[config.mk]
export PLATFORM = sky130hd
export DESIGN_NAME = rv32i_instr_encoder
export DESIGN_NICKNAME = d
export VERILOG_FILES = /design/src/rtl/rv32i_enc_pkg.sv /design/src/rtl/rv32i_imm_pack.sv /design/src/rtl/rv32i_instr_encoder.sv
export SDC_FILE = /design/constraint.sdc
export NUM_CORES = 1
export LEC_CHECK = 0
export CAP_MARGIN = 40
export CORE_ASPECT_RATIO = 1.4
export CORE_MARGIN = 8
export CORE_UTILIZATION = 39
export CTS_BUF_LIST = sky130_fd_sc_hd__clkbuf_16
export CTS_CLUSTER_SIZE = 16
export DETAILED_ROUTE_END_ITERATION = 12
export PLACE_DENSITY = 0.74
export SLEW_MARGIN = 20
export SYNTH_ARGS = -nofsm -noshare
export SYNTH_HDL_FRONTEND = slang
export SYNTH_SLANG_ARGS = --single-unit
[constraint.sdc]
create_clock -name i_clk -period 1.9 [get_ports i_clk]
set_clock_uncertainty 0.1 [all_clocks]
set_input_delay 0.19 -clock i_clk [delete_from_list [all_inputs] [get_ports i_clk]]
set_output_delay 0.19 -clock i_clk [all_outputs]
set_load 0.01 [all_outputs]
[src/rtl/rv32i_enc_pkg.sv]
// Shared types and RV32I field constants for the instruction encoder.
// The ENC_LI_EXPAND_EN macro adds the EMIT2 state used by the two-word li expansion.
package rv32i_enc_pkg;

  typedef enum logic [5:0] {
    OP_ADD  = 6'd0,  OP_SUB  = 6'd1,  OP_SLL  = 6'd2,  OP_SLT  = 6'd3,
    OP_SLTU = 6'd4,  OP_XOR  = 6'd5,  OP_SRL  = 6'd6,  OP_SRA  = 6'd7,
    OP_OR   = 6'd8,  OP_AND  = 6'd9,
    OP_ADDI = 6'd10, OP_SLTI = 6'd11, OP_SLTIU = 6'd12, OP_XORI = 6'd13,
    OP_ORI  = 6'd14, OP_ANDI = 6'd15, OP_SLLI = 6'd16, OP_SRLI = 6'd17,
    OP_SRAI = 6'd18,
    OP_LB   = 6'd19, OP_LH   = 6'd20, OP_LW   = 6'd21, OP_LBU  = 6'd22,
    OP_LHU  = 6'd23,
    OP_SB   = 6'd24, OP_SH   = 6'd25, OP_SW   = 6'd26,
    OP_BEQ  = 6'd27, OP_BNE  = 6'd28, OP_BLT  = 6'd29, OP_BGE  = 6'd30,
    OP_BLTU = 6'd31, OP_BGEU = 6'd32,
    OP_JAL  = 6'd33, OP_JALR = 6'd34, OP_LUI  = 6'd35, OP_AUIPC = 6'd36,
    OP_LI   = 6'd37
  } enc_op_t;

  typedef enum logic [2:0] {
    FMT_R, FMT_I, FMT_SH, FMT_S, FMT_B, FMT_J, FMT_U
  } fmt_t;

`ifdef ENC_LI_EXPAND_EN
  typedef enum logic [1:0] {ST_IDLE = 2'd0, ST_EMIT = 2'd1, ST_EMIT2 = 2'd2} enc_state_t;
`else
  typedef enum logic [1:0] {ST_IDLE = 2'd0, ST_EMIT = 2'd1} enc_state_t;
`endif

  localparam logic [6:0] OPC_R      = 7'b0110011;
  localparam logic [6:0] OPC_IALU   = 7'b0010011;
  localparam logic [6:0] OPC_LOAD   = 7'b0000011;
  localparam logic [6:0] OPC_JALR   = 7'b1100111;
  localparam logic [6:0] OPC_BRANCH = 7'b1100011;
  localparam logic [6:0] OPC_STORE  = 7'b0100011;
  localparam logic [6:0] OPC_JAL    = 7'b1101111;
  localparam logic [6:0] OPC_LUI    = 7'b0110111;
  localparam logic [6:0] OPC_AUIPC  = 7'b0010111;

  localparam logic [6:0] F7_BASE = 7'b0000000;
  localparam logic [6:0] F7_ALT  = 7'b0100000;

endpackage

[src/rtl/rv32i_imm_pack.sv]
// Places an immediate into its I/S/B/J/U/shamt bit positions and flags
// whether the value is representable in that format.
module rv32i_imm_pack
  import rv32i_enc_pkg::*;
(
  input  fmt_t        i_fmt,
  input  logic [31:0] i_imm,
  output logic [31:0] o_bits,
  output logic        o_ok
);

  logic w_s12, w_s13, w_s21;

  // Sign-extension checks: the bits above the field must all equal its sign bit.
  assign w_s12 = (&i_imm[31:11]) | ~(|i_imm[31:11]);
  assign w_s13 = (&i_imm[31:12]) | ~(|i_imm[31:12]);
  assign w_s21 = (&i_imm[31:20]) | ~(|i_imm[31:20]);

  always_comb begin
    o_bits = '0;
    o_ok   = 1'b1;
    case (i_fmt)
      FMT_I: begin
        o_bits[31:20] = i_imm[11:0];
        o_ok          = w_s12;
      end
      FMT_SH: begin
        o_bits[24:20] = i_imm[4:0];
        o_ok          = ~(|i_imm[31:5]);
      end
      FMT_S: begin
        o_bits[31:25] = i_imm[11:5];
        o_bits[11:7]  = i_imm[4:0];
        o_ok          = w_s12;
      end
      FMT_B: begin
        o_bits[31]    = i_imm[12];
        o_bits[30:25] = i_imm[10:5];
        o_bits[11:8]  = i_imm[4:1];
        o_bits[7]     = i_imm[11];
        o_ok          = w_s13 & ~i_imm[0];
      end
      FMT_J: begin
        o_bits[31]    = i_imm[20];
        o_bits[30:21] = i_imm[10:1];
        o_bits[20]    = i_imm[11];
        o_bits[19:12] = i_imm[19:12];
        o_ok          = w_s21 & ~i_imm[0];
      end
      FMT_U: o_bits[31:12] = i_imm[31:12];
      default: o_bits = '0;
    endcase
  end

endmodule

[src/rtl/rv32i_instr_encoder.sv]
// Streams symbolic RV32I requests as encoded words into instruction memory.
// Define ENC_LI_EXPAND_EN to accept li and expand it into addi or lui(+addi).
module rv32i_instr_encoder
  import rv32i_enc_pkg::*;
#(
  parameter int ADDR_W    = 10,
  parameter int BASE_ADDR = 0
) (
  input  logic              i_clk,
  input  logic              i_rst,
  input  logic              i_clr,
  input  logic              i_in_valid,
  output logic              o_in_ready,
  input  logic [5:0]        i_in_op,
  input  logic [4:0]        i_in_rd,
  input  logic [4:0]        i_in_rs1,
  input  logic [4:0]        i_in_rs2,
  input  logic [31:0]       i_in_imm,
  output logic              o_out_valid,
  input  logic              i_out_ready,
  output logic [ADDR_W-1:0] o_out_addr,
  output logic [31:0]       o_out_data,
  output logic              o_err,
  output logic              o_full
);

  localparam logic [ADDR_W-1:0] BASE = ADDR_W'(BASE_ADDR);
  localparam logic [ADDR_W-1:0] LAST = '1;

  enc_state_t        r_state, w_next;
  logic [ADDR_W-1:0] r_addr;
  logic [31:0]       r_data;
  logic              r_err, r_full;

  enc_op_t     w_op;
  fmt_t        w_fmt;
  logic [6:0]  w_opc, w_f7;
  logic [2:0]  w_f3;
  logic        w_use_rd, w_use_rs1, w_use_rs2, w_known;
  logic [31:0] w_pimm, w_imm_bits, w_word;
  logic        w_imm_ok, w_legal, w_acc, w_hs;

`ifdef ENC_LI_EXPAND_EN
  logic [31:0] r_word2, w_word2;
  logic        r_has2, w_two, w_fits12;

  assign w_fits12 = (&i_in_imm[31:11]) | ~(|i_in_imm[31:11]);
  assign w_word2  = {i_in_imm[11:0], i_in_rd, 3'b000, i_in_rd, OPC_IALU};
`endif

  assign w_op        = enc_op_t'(i_in_op);
  assign o_in_ready  = (r_state == ST_IDLE) && !r_full;
  assign w_acc       = i_in_valid && o_in_ready && !i_clr;
  assign o_out_valid = (r_state != ST_IDLE);
  assign w_hs        = o_out_valid && i_out_ready;
  assign o_out_addr  = r_addr;
  assign o_out_data  = r_data;
  assign o_err       = r_err;
  assign o_full      = r_full;

  always_comb begin
    w_fmt     = FMT_R;
    w_opc     = OPC_R;
    w_f3      = 3'b000;
    w_f7      = F7_BASE;
    w_use_rd  = 1'b1;
    w_use_rs1 = 1'b1;
    w_use_rs2 = 1'b0;
    w_known   = 1'b1;
    w_pimm    = i_in_imm;
`ifdef ENC_LI_EXPAND_EN
    w_two     = 1'b0;
`endif
    case (w_op)
      OP_ADD:  w_use_rs2 = 1'b1;
      OP_SUB:  begin w_use_rs2 = 1'b1; w_f7 = F7_ALT; end
      OP_SLL:  begin w_use_rs2 = 1'b1; w_f3 = 3'b001; end
      OP_SLT:  begin w_use_rs2 = 1'b1; w_f3 = 3'b010; end
      OP_SLTU: begin w_use_rs2 = 1'b1; w_f3 = 3'b011; end
      OP_XOR:  begin w_use_rs2 = 1'b1; w_f3 = 3'b100; end
      OP_SRL:  begin w_use_rs2 = 1'b1; w_f3 = 3'b101; end
      OP_SRA:  begin w_use_rs2 = 1'b1; w_f3 = 3'b101; w_f7 = F7_ALT; end
      OP_OR:   begin w_use_rs2 = 1'b1; w_f3 = 3'b110; end
      OP_AND:  begin w_use_rs2 = 1'b1; w_f3 = 3'b111; end
      OP_ADDI:  begin w_fmt = FMT_I;  w_opc = OPC_IALU; end
      OP_SLTI:  begin w_fmt = FMT_I;  w_opc = OPC_IALU; w_f3 = 3'b010; end
      OP_SLTIU: begin w_fmt = FMT_I;  w_opc = OPC_IALU; w_f3 = 3'b011; end
      OP_XORI:  begin w_fmt = FMT_I;  w_opc = OPC_IALU; w_f3 = 3'b100; end
      OP_ORI:   begin w_fmt = FMT_I;  w_opc = OPC_IALU; w_f3 = 3'b110; end
      OP_ANDI:  begin w_fmt = FMT_I;  w_opc = OPC_IALU; w_f3 = 3'b111; end
      OP_SLLI:  begin w_fmt = FMT_SH; w_opc = OPC_IALU; w_f3 = 3'b001; end
      OP_SRLI:  begin w_fmt = FMT_SH; w_opc = OPC_IALU; w_f3 = 3'b101; end
      OP_SRAI:  begin w_fmt = FMT_SH; w_opc = OPC_IALU; w_f3 = 3'b101; w_f7 = F7_ALT; end
      OP_LB:  begin w_fmt = FMT_I; w_opc = OPC_LOAD; end
      OP_LH:  begin w_fmt = FMT_I; w_opc = OPC_LOAD; w_f3 = 3'b001; end
      OP_LW:  begin w_fmt = FMT_I; w_opc = OPC_LOAD; w_f3 = 3'b010; end
      OP_LBU: begin w_fmt = FMT_I; w_opc = OPC_LOAD; w_f3 = 3'b100; end
      OP_LHU: begin w_fmt = FMT_I; w_opc = OPC_LOAD; w_f3 = 3'b101; end
      OP_SB: begin w_fmt = FMT_S; w_opc = OPC_STORE; w_use_rd = 1'b0; w_use_rs2 = 1'b1; end
      OP_SH: begin w_fmt = FMT_S; w_opc = OPC_STORE; w_use_rd = 1'b0; w_use_rs2 = 1'b1; w_f3 = 3'b001; end
      OP_SW: begin w_fmt = FMT_S; w_opc = OPC_STORE; w_use_rd = 1'b0; w_use_rs2 = 1'b1; w_f3 = 3'b010; end
      OP_BEQ:  begin w_fmt = FMT_B; w_opc = OPC_BRANCH; w_use_rd = 1'b0; w_use_rs2 = 1'b1; end
      OP_BNE:  begin w_fmt = FMT_B; w_opc = OPC_BRANCH; w_use_rd = 1'b0; w_use_rs2 = 1'b1; w_f3 = 3'b001; end
      OP_BLT:  begin w_fmt = FMT_B; w_opc = OPC_BRANCH; w_use_rd = 1'b0; w_use_rs2 = 1'b1; w_f3 = 3'b100; end
      OP_BGE:  begin w_fmt = FMT_B; w_opc = OPC_BRANCH; w_use_rd = 1'b0; w_use_rs2 = 1'b1; w_f3 = 3'b101; end
      OP_BLTU: begin w_fmt = FMT_B; w_opc = OPC_BRANCH; w_use_rd = 1'b0; w_use_rs2 = 1'b1; w_f3 = 3'b110; end
      OP_BGEU: begin w_fmt = FMT_B; w_opc = OPC_BRANCH; w_use_rd = 1'b0; w_use_rs2 = 1'b1; w_f3 = 3'b111; end
      OP_JAL:   begin w_fmt = FMT_J; w_opc = OPC_JAL;   w_use_rs1 = 1'b0; end
      OP_JALR:  begin w_fmt = FMT_I; w_opc = OPC_JALR; end
      OP_LUI:   begin w_fmt = FMT_U; w_opc = OPC_LUI;   w_use_rs1 = 1'b0; end
      OP_AUIPC: begin w_fmt = FMT_U; w_opc = OPC_AUIPC; w_use_rs1 = 1'b0; end
`ifdef ENC_LI_EXPAND_EN
      OP_LI: begin
        w_use_rs1 = 1'b0;
        if (w_fits12) begin
          w_fmt = FMT_I;
          w_opc = OPC_IALU;
        end else begin
          // Bias by 0x800 so the sign-extended addi low part lands back on imm.
          w_fmt  = FMT_U;
          w_opc  = OPC_LUI;
          w_pimm = i_in_imm + 32'h0000_0800;
          w_two  = |i_in_imm[11:0];
        end
      end
`endif
      default: w_known = 1'b0;
    endcase
  end

  rv32i_imm_pack u_imm_pack (
    .i_fmt  (w_fmt),
    .i_imm  (w_pimm),
    .o_bits (w_imm_bits),
    .o_ok   (w_imm_ok)
  );

  assign w_legal = w_known && w_imm_ok;
  assign w_word  = w_imm_bits | {w_f7, (w_use_rs2 ? i_in_rs2 : 5'd0),
                                 (w_use_rs1 ? i_in_rs1 : 5'd0), w_f3,
                                 (w_use_rd ? i_in_rd : 5'd0), w_opc};

  always_comb begin
    w_next = r_state;
    case (r_state)
      ST_IDLE: if (w_acc && w_legal) w_next = ST_EMIT;
`ifdef ENC_LI_EXPAND_EN
      // A first li word that fills memory drops the second one.
      ST_EMIT:  if (w_hs) w_next = (r_has2 && r_addr != LAST) ? ST_EMIT2 : ST_IDLE;
      ST_EMIT2: if (w_hs) w_next = ST_IDLE;
`else
      ST_EMIT:  if (w_hs) w_next = ST_IDLE;
`endif
      default: w_next = ST_IDLE;
    endcase
    if (i_clr) w_next = ST_IDLE;
  end

  always_ff @(posedge i_clk or posedge i_rst) begin
    if (i_rst) r_state <= ST_IDLE;
    else       r_state <= w_next;
  end

  always_ff @(posedge i_clk or posedge i_rst) begin
    if (i_rst) begin
      r_addr <= BASE;
      r_data <= '0;
      r_err  <= 1'b0;
      r_full <= 1'b0;
`ifdef ENC_LI_EXPAND_EN
      r_word2 <= '0;
      r_has2  <= 1'b0;
`endif
    end else if (i_clr) begin
      r_addr <= BASE;
      r_err  <= 1'b0;
      r_full <= 1'b0;
    end else begin
      r_err <= w_acc && !w_legal;
      if (w_acc && w_legal) begin
        r_data <= w_word;
`ifdef ENC_LI_EXPAND_EN
        r_word2 <= w_word2;
        r_has2  <= w_two;
`endif
      end
      if (w_hs) begin
        if (r_addr == LAST) r_full <= 1'b1;
        else                r_addr <= r_addr + 1'b1;
`ifdef ENC_LI_EXPAND_EN
        if (r_state == ST_EMIT && r_has2) r_data <= r_word2;
`endif
      end
    end
  end

endmodule

==> results.md, run 1 <==
- Outcome: complete, but fails checks
- Failing checks: negative setup slack
- Antenna violations before repair: 0
- Crit end category: register
- Hpwl dp: 8.171 mm
- Synth cell types: 61
- Setup ws final: -0.2130 ns
- Pre-CTS setup slack: -0.7858 ns
- Number of synthesis warnings: 0
- # DRC: 0
- Clock net sink count: 44
- Total core area: between 7000 and 8000 sq um
- Int Power: ~0.0024 W
- Post-synthesis net count: 349
- Worst Path Required: 1.96 ns
- Vias in the first global route: 3,315
- # diodes: 0
- Hold WC Path Type: primary input to async pin
- Crit. Startpoint: i_in_imm[29]
- Die Width: 89.68 um
- Routed WL per cell: 19.03 um
- NetSw: approximately 0.00099 W
- Post-Syn Area: 2964 sq um
- Clk root buf: clkbuf_16
- Crit path DAT: 2.18 ns
- Clk buf depth: 2
- Average cell area after synthesis: 10.22 sq um
- Commonest non-fill, non-tap cell in the layout: buf_4
- Starting Density: 40.27%
- DR vias: approximately 3.2k
- Unrepaired setup endpoints after global routing: true
- CTS Buf Count: 5
- Fill cells: 497
- Slowest cell on the critical path: o311ai_4
- Post-synthesis register bit count: 44
- CP peak stage delay: 0.32 ns
- Hold-fix buffers, CTS: 0
- I/O Buffers: 103
- Via density: 5.452
- Starting DRT DRC Count: 186
- Crit-path cells: dlygate4sd2_1 > nor4_1 > and3_4 > a22oi_2 > o311ai_4 > nand3_4 > buf_6 > buf_12 > mux2_4
- Switching Fraction: 29.05%
- Rel. slew slack: around three quarters
- Most used flip-flop cell after synthesis: dfrtp_1
- Post-synthesis sequential area ratio: 37.15%
- Worst skew pair latency: between 0.2 and 0.3 ns
- Largest net degree at the start of global routing: 19
- Sequential share of power: 36.2%
- Clock slew at reported path FFs: 0.06 ns
- Row count: 37
- Worst reg2reg startpoint: r_state[0]
- Proportion of layout cells with a drive suffix above 1: between 30% and 40%
- Most frequent cells in the layout: buf_4 (82), clkdlybuf4s50_1 (70), dfrtp_1 (43), mux2_4 (26), nor2_1 (20)
- CP bufs+invs: 3
- Power Dens Cells: roughly 660 nW/um^2
- Final max-slew violation count: 0
- WL final: 11.00 mm
- EDFF count, synth: 0
- P_leak: 2.340 nW
- Async SR Flop Fraction: 100.0%
- First-pass GRT wire length: 17.03 mm
- Grt total ovfl: 0
- Net count reported at finish: 539
- Endpoints failing hold: 0
- Full die area: 10,690 sq um
- Layout area overhead: 74.21%
- GP Congestion: 0.9035
- DRT Pass-1 Iters: 5
- Critical path fanouts, max: 8
- Cells after Synth: 290
- Max IR drop VDD: 0.3961 mV
- Setup TNS: -5.528 ns
- TritonCTS clock tree: built
- Post-route ant nets: 0
- CP Class: primary input to register
- Max_cap viols: 0
- Final period util: 111.2%
- Min Tclk post-route: between 2 and 2.5 ns
- FMAX: 0.4733 GHz
- Total Routing Usage GR: 20.49%
- I/O pin count: between 100 and 150
- Final setup fails: 31
- Comb pwr share: 39.5%
- Slew @ Worst Pin: 0.3929 ns
- Die Ht: around 120 um
- Crit start category: primary input
- Clk pwr share: 24.4%
- Htree depth: 2
- Delay-heaviest family, CP: simple AND/OR/NAND/NOR gates
## Yosys cell counts, types with 3 or more instances
library cell	number	area share, %
nand3b_1	3	0.76
a221o_1	7	2.4
nor2b_1	7	1.5
nor4_1	4	0.84
a32oi_1	3	0.89
and3_1	3	0.63
dfrtp_1	44	37
buf_2	4	0.68
a31oi_1	3	0.63
a22oi_1	4	1.0
mux2_2	9	3.4
o21ai_0	13	2.2
clkbuf_1	7	0.89
mux2_4	25	13
xnor2_1	4	1.2
a22o_1	6	1.8
or3_1	4	0.84
nor3_1	8	1.4
nand2_1	15	1.9
inv_1	9	1.1
nor2_1	23	2.9
o22ai_1	3	0.63
xor2_1	5	1.5
nand2b_1	4	0.84
nand3_1	3	0.51
buf_6	3	1.1
mux2i_1	7	2.4
nand4_1	10	2.1
a21oi_1	10	1.7
## per-stage QoR
stage | instance area, sq um | util [%] | total power, W | hold WS (ns) | std cells
finish | 5164 | 70.15 | 0.003415 | 0.1211 | 578
global route | 5164 | 70.15 | 0.003545 | 0.1799 | 578
CTS | 5092 | 69.18 | 0.003392 | 0.1207 | 576
detailed placement | 4718 | 64.10 | 0.002515 | 0.3830 | 556
global placement | 4718 | 64.10 | 0.002482 | 0.3761 | 556
floorplan | 3022 | - | 0.001776 | 0.2441 | 290
## final cells by class
cell class / instances / area (sq um) / area share (%)
Timing Repair Buffer: 201 / 1853 / 35.89
Multi-Input combinational cell: 219 / 1912 / 37.02
Tap cell: 97 / 121.4 / 2.350
Clock inverter: 3 / 16.27 / 0.3150
Inverter: 9 / 33.78 / 0.6542
Clock buffer: 5 / 125.1 / 2.423
Sequential cell: 44 / 1102 / 21.35
## repair_timing
action	CTS	global route
setup endpoints to repair	35	36
buffers inserted	11	2
pin swaps	21	19
gates cloned	1	0
resized for setup	92	25
## sequential cells by signal, indices dropped and copies added (netlist names)
register,cells
o_err,1
o_full,1
o_out_addr,10
o_out_data,31
r_state,1
## cell families (layout without fill, tap and decap cells)
logic type	Yosys count	count (layout)	synth area share, %
adders and majority gates	1	1	0.4221
xor gates and xnor gates	9	9	2.659
AOI/OAI and AO/OA	70	70	17.98
buffers and inverters	27	218	4.601
and+or+nand+nor	97	97	18.36
muxes	42	42	18.83
DFF	44	44	37.15
## worst paths after layout
| check | slack, ns | cells after the start | endpoint |
|---|---|---|---|
| worst max register to register | -0.06 | 6 | o_out_data[11] |
| min in group i_clk | 0.19 | 3 | o_out_data[18] |
| worst max-delay path | -0.21 | 9 | o_out_data[11] |
| worst min-delay path | 0.12 | 2 | o_out_data[10] |
| worst min register to register | 0.41 | 1 | o_out_data[8] |
| max in group asynchronous | 1.03 | 3 | o_out_data[3] |
## routing by layer
layer  vias up  part of all wire [%]  GRT usage [%]  wire, um
met4         0                   3.2          10.24       349
met3        21                   6.0          3.028       661
met1      1529                    36          21.78      3940
met2       126                    55          37.17      6048
met5         -                     0              0         0
li1       1475                     -              -         -
## power by group through the flow
stage	Sequential [W]	Clock, W	Combinational (W)
finish	0.00124	0.000832	0.00135
global route	0.00125	0.000877	0.00142
CTS	0.00123	0.000834	0.00133
detailed placement	0.00124	0	0.00128
global placement	0.00123	0	0.00125
floorplan	0.00130	0	0.000476
(Power assumes the default switching activity.)
==> run 2: changes to the inputs <==
--- a/config.mk
+++ b/config.mk
@@ -7,7 +7,7 @@
 export LEC_CHECK = 0
 export CAP_MARGIN = 40
 export CORE_ASPECT_RATIO = 1.4
-export CORE_MARGIN = 8
+export CORE_MARGIN = 3
 export CORE_UTILIZATION = 39
 export CTS_BUF_LIST = sky130_fd_sc_hd__clkbuf_16
 export CTS_CLUSTER_SIZE = 16
==> results.md, run 2 (same netlist as run 1, synthesis figures left out) <==
- Grt total ovfl: 0 (unchanged)
- Setup ws final: -0.2813 ns (was -0.2130 ns)
- Power Dens Cells: 656.4 nW/um^2 (was 661.4 nW/um^2)
- CP bufs+invs: 2 (was 3)
- # DRC: 0 (unchanged)
- Met2 Track Usage GR: 45.10% (was 37.17%)
- Final max-slew violation count: 0 (unchanged)
- Final period util: 114.8% (was 111.2%)
- Max IR drop VDD: 0.4108 mV (was 0.3961 mV)
- Worst Path Required: 1.96 ns (about the same)
- Unrepaired setup endpoints after global routing: true (unchanged)
- Hold WC Path Type: primary input to async pin (unchanged)
- Starting Density: 40.27% (unchanged)
- Post-route ant nets: 0 (unchanged)
- CTS Buf Count: 5 (unchanged)
- Crit path DAT: 2.25 ns (was 2.18 ns)
- Layout area overhead: 74.25% (was 74.21%)
- Final non-filler cell total: 577 (was 578)
- Clock slew at reported path FFs: 0.06 ns (about the same)
- Slowest cell on the critical path: nor4_2 (was o311ai_4)
- Slew @ Worst Pin: 0.4191 ns (was 0.3929 ns)
- I/O pin count: 104 (unchanged)
- P_leak: 2.370 nW (was 2.340 nW)
- Die Width: 79.68 um (was 89.68 um)
- Outcome: complete, but fails checks (unchanged)
- Total core area: 7361 sq um (unchanged)
- Clock net sink count: 44 (unchanged)
- GR peak layer: met2 (unchanged)
- Max_cap viols: 0 (unchanged)
- Min Tclk post-route: 2.181 ns (was 2.113 ns)
- Net count reported at finish: 538 (was 539)
- Total Routing Usage GR: 23.44% (was 20.49%)
- # diodes: 0 (unchanged)
- Crit start category: primary input (unchanged)
- Crit end category: register (unchanged)
- Clk root buf: clkbuf_16 (unchanged)
- GR Layer Usage met1: 25.22% (was 21.78%)
- FMAX: 0.4584 GHz (was 0.4733 GHz)
- Htree depth: 2 (unchanged)
- Routed WL per cell: 18.12 um (was 19.03 um)
- CP Class: primary input to register (unchanged)
- TritonCTS clock tree: built (unchanged)
- Crit-path cells: clkdlybuf4s15_1 > nor4_2 > and3_4 > a22oi_2 > o311ai_4 > nand3_4 > bufbuf_16 > mux2_4 (was dlygate4sd2_1 > nor4_1 > and3_4 > a22oi_2 > o311ai_4 > nand3_4 > buf_6 > buf_12 > mux2_4)
- Final setup fails: 38 (was 31)
- Proportion of layout cells with a drive suffix above 1: 38.54% (was 39.71%)
- Placed cells: 556 (unchanged)
- CP peak stage delay: 0.37 ns (was 0.32 ns)
- Hpwl dp: 7.577 mm (was 8.171 mm)
- Max reg flops: 31 (unchanged)
- Critical path fanouts, max: 5 (was 8)
- WL final: 10.46 mm (was 11.00 mm)
- Rel. slew slack: 71.66% (was 73.77%)
- Worst skew pair latency: 0.28 ns (about the same)
- Largest net degree at the start of global routing: 45 (was 19)
- Delay-heaviest family, CP: simple AND/OR/NAND/NOR gates (unchanged)
- Worst hold slack: 0.1606 ns (was 0.1211 ns)
- DR vias: 3,146 (was 3,151)
- Commonest non-fill, non-tap cell in the layout: buf_4 (unchanged)
- Via density: 5.452 (about the same)
- Failing checks: negative setup slack (unchanged)
- Full die area: 8697 sq um (was 10,690 sq um)
- Most frequent cells in the layout: buf_4 (83), clkdlybuf4s50_1 (70), dfrtp_1 (43), mux2_4 (26), nor2_1 (21) (was buf_4 (82), clkdlybuf4s50_1 (70), dfrtp_1 (43), mux2_4 (26), nor2_1 (20))
- Setup TNS: -8.548 ns (was -5.528 ns)
- I/O Buffers: 103 (unchanged)
- GP Congestion: 0.9386 (was 0.9035)
- M3 GR Usage: 3.388% (was 3.028%)
- Antenna violations before repair: 0 (unchanged)
- Clk buf depth: 2 (unchanged)
- Endpoints failing hold: 0 (unchanged)
- Fill cells: 515 (was 497)
- Die Ht: 109.2 um (was 119.2 um)
- Hold-fix buffers, CTS: 0 (unchanged)
- DRT Pass-1 Iters: 5 (unchanged)
- Vias in the first global route: 3,225 (was 3,315)
- Starting DRT DRC Count: 121 (was 186)
- First-pass GRT wire length: 15.93 mm (was 17.03 mm)
- Row count: 37 (unchanged)
==> run 2: changes by cell type in the layout (fill, tap and decap cells not counted), sizes merged <==
cell and delta:
buf -2, clkdlybuf4s15 -2, dlymetal6s2s +2, bufbuf +1
clkbuf +1, dlygate4sd2 -1
==> run 2: final cells by class <==
type / count / area, sq um / area share (%)
multi-input combinational: 219 / 1899 / 36.77
timing repair buffer: 200 / 1867 / 36.14
sequential: 44 / 1102 / 21.34
clock buffer: 5 / 125.1 / 2.422
tap: 97 / 121.4 / 2.350
inverter: 9 / 33.78 / 0.6541
clock inverter: 3 / 16.27 / 0.3149
==> run 2: layer usage <==
metal | up-vias | part of all wire, %
met4 | 0 | 3.1
li1 | 1468 | -
met3 | 26 | 5.3
met5 | - | 0
met1 | 1535 | 36
met2 | 117 | 56
==> run 2: worst paths after layout <==
check	start	to	slack [ns]	cells past startpoint
min in group i_clk	i_in_imm[18]	o_out_data[18]	0.19	3
hold / removal	i_rst	o_out_data[22]	0.16	3
setup reg to reg	o_out_addr[1]	o_out_addr[4]	-0.08	8
hold reg to reg	o_out_data[29]	o_out_data[29]	0.41	1
max in group asynchronous	i_rst	o_out_addr[0]	1.32	3
setup / recovery	i_in_imm[31]	o_out_data[20]	-0.28	8
==> run 2: report_power, final <==
part,internal (W),switching (W)
Clock,0.000480,0.000352
Sequential,0.00111,0.000117
Combinational,0.000833,0.000497
Total,0.00242,0.000966
==> run 2: worst min-delay path: stages <==
cell and delay [ns]:
clkdlybuf4s50_1 0.41, inv_2 0.07, buf_12 0.24
==> run 2: through the flow <==
stage                     setup slack, ns  cell area (sq um)  utilization, %  total power [W]
after detailed placement          -0.7672               4731           64.27         0.002509
after global routing              -0.3035               5165           70.17         0.003528
final                             -0.2813               5165           70.17         0.003390
after global placement            -0.6963               4731           64.27         0.002476
after CTS                         -0.1982               5069           68.86         0.003357
after floorplan                   -0.1981               3022               -         0.001776
==> run 2: repair_timing <==
| item | in CTS | in global routing |
|---|---|---|
| setup buffers | 5 | 5 |
| resized for setup | 82 | 25 |
| pin swaps | 8 | 17 |
| cloned | 3 | 0 |
| endpoints found under the setup margin | 34 | 39 |
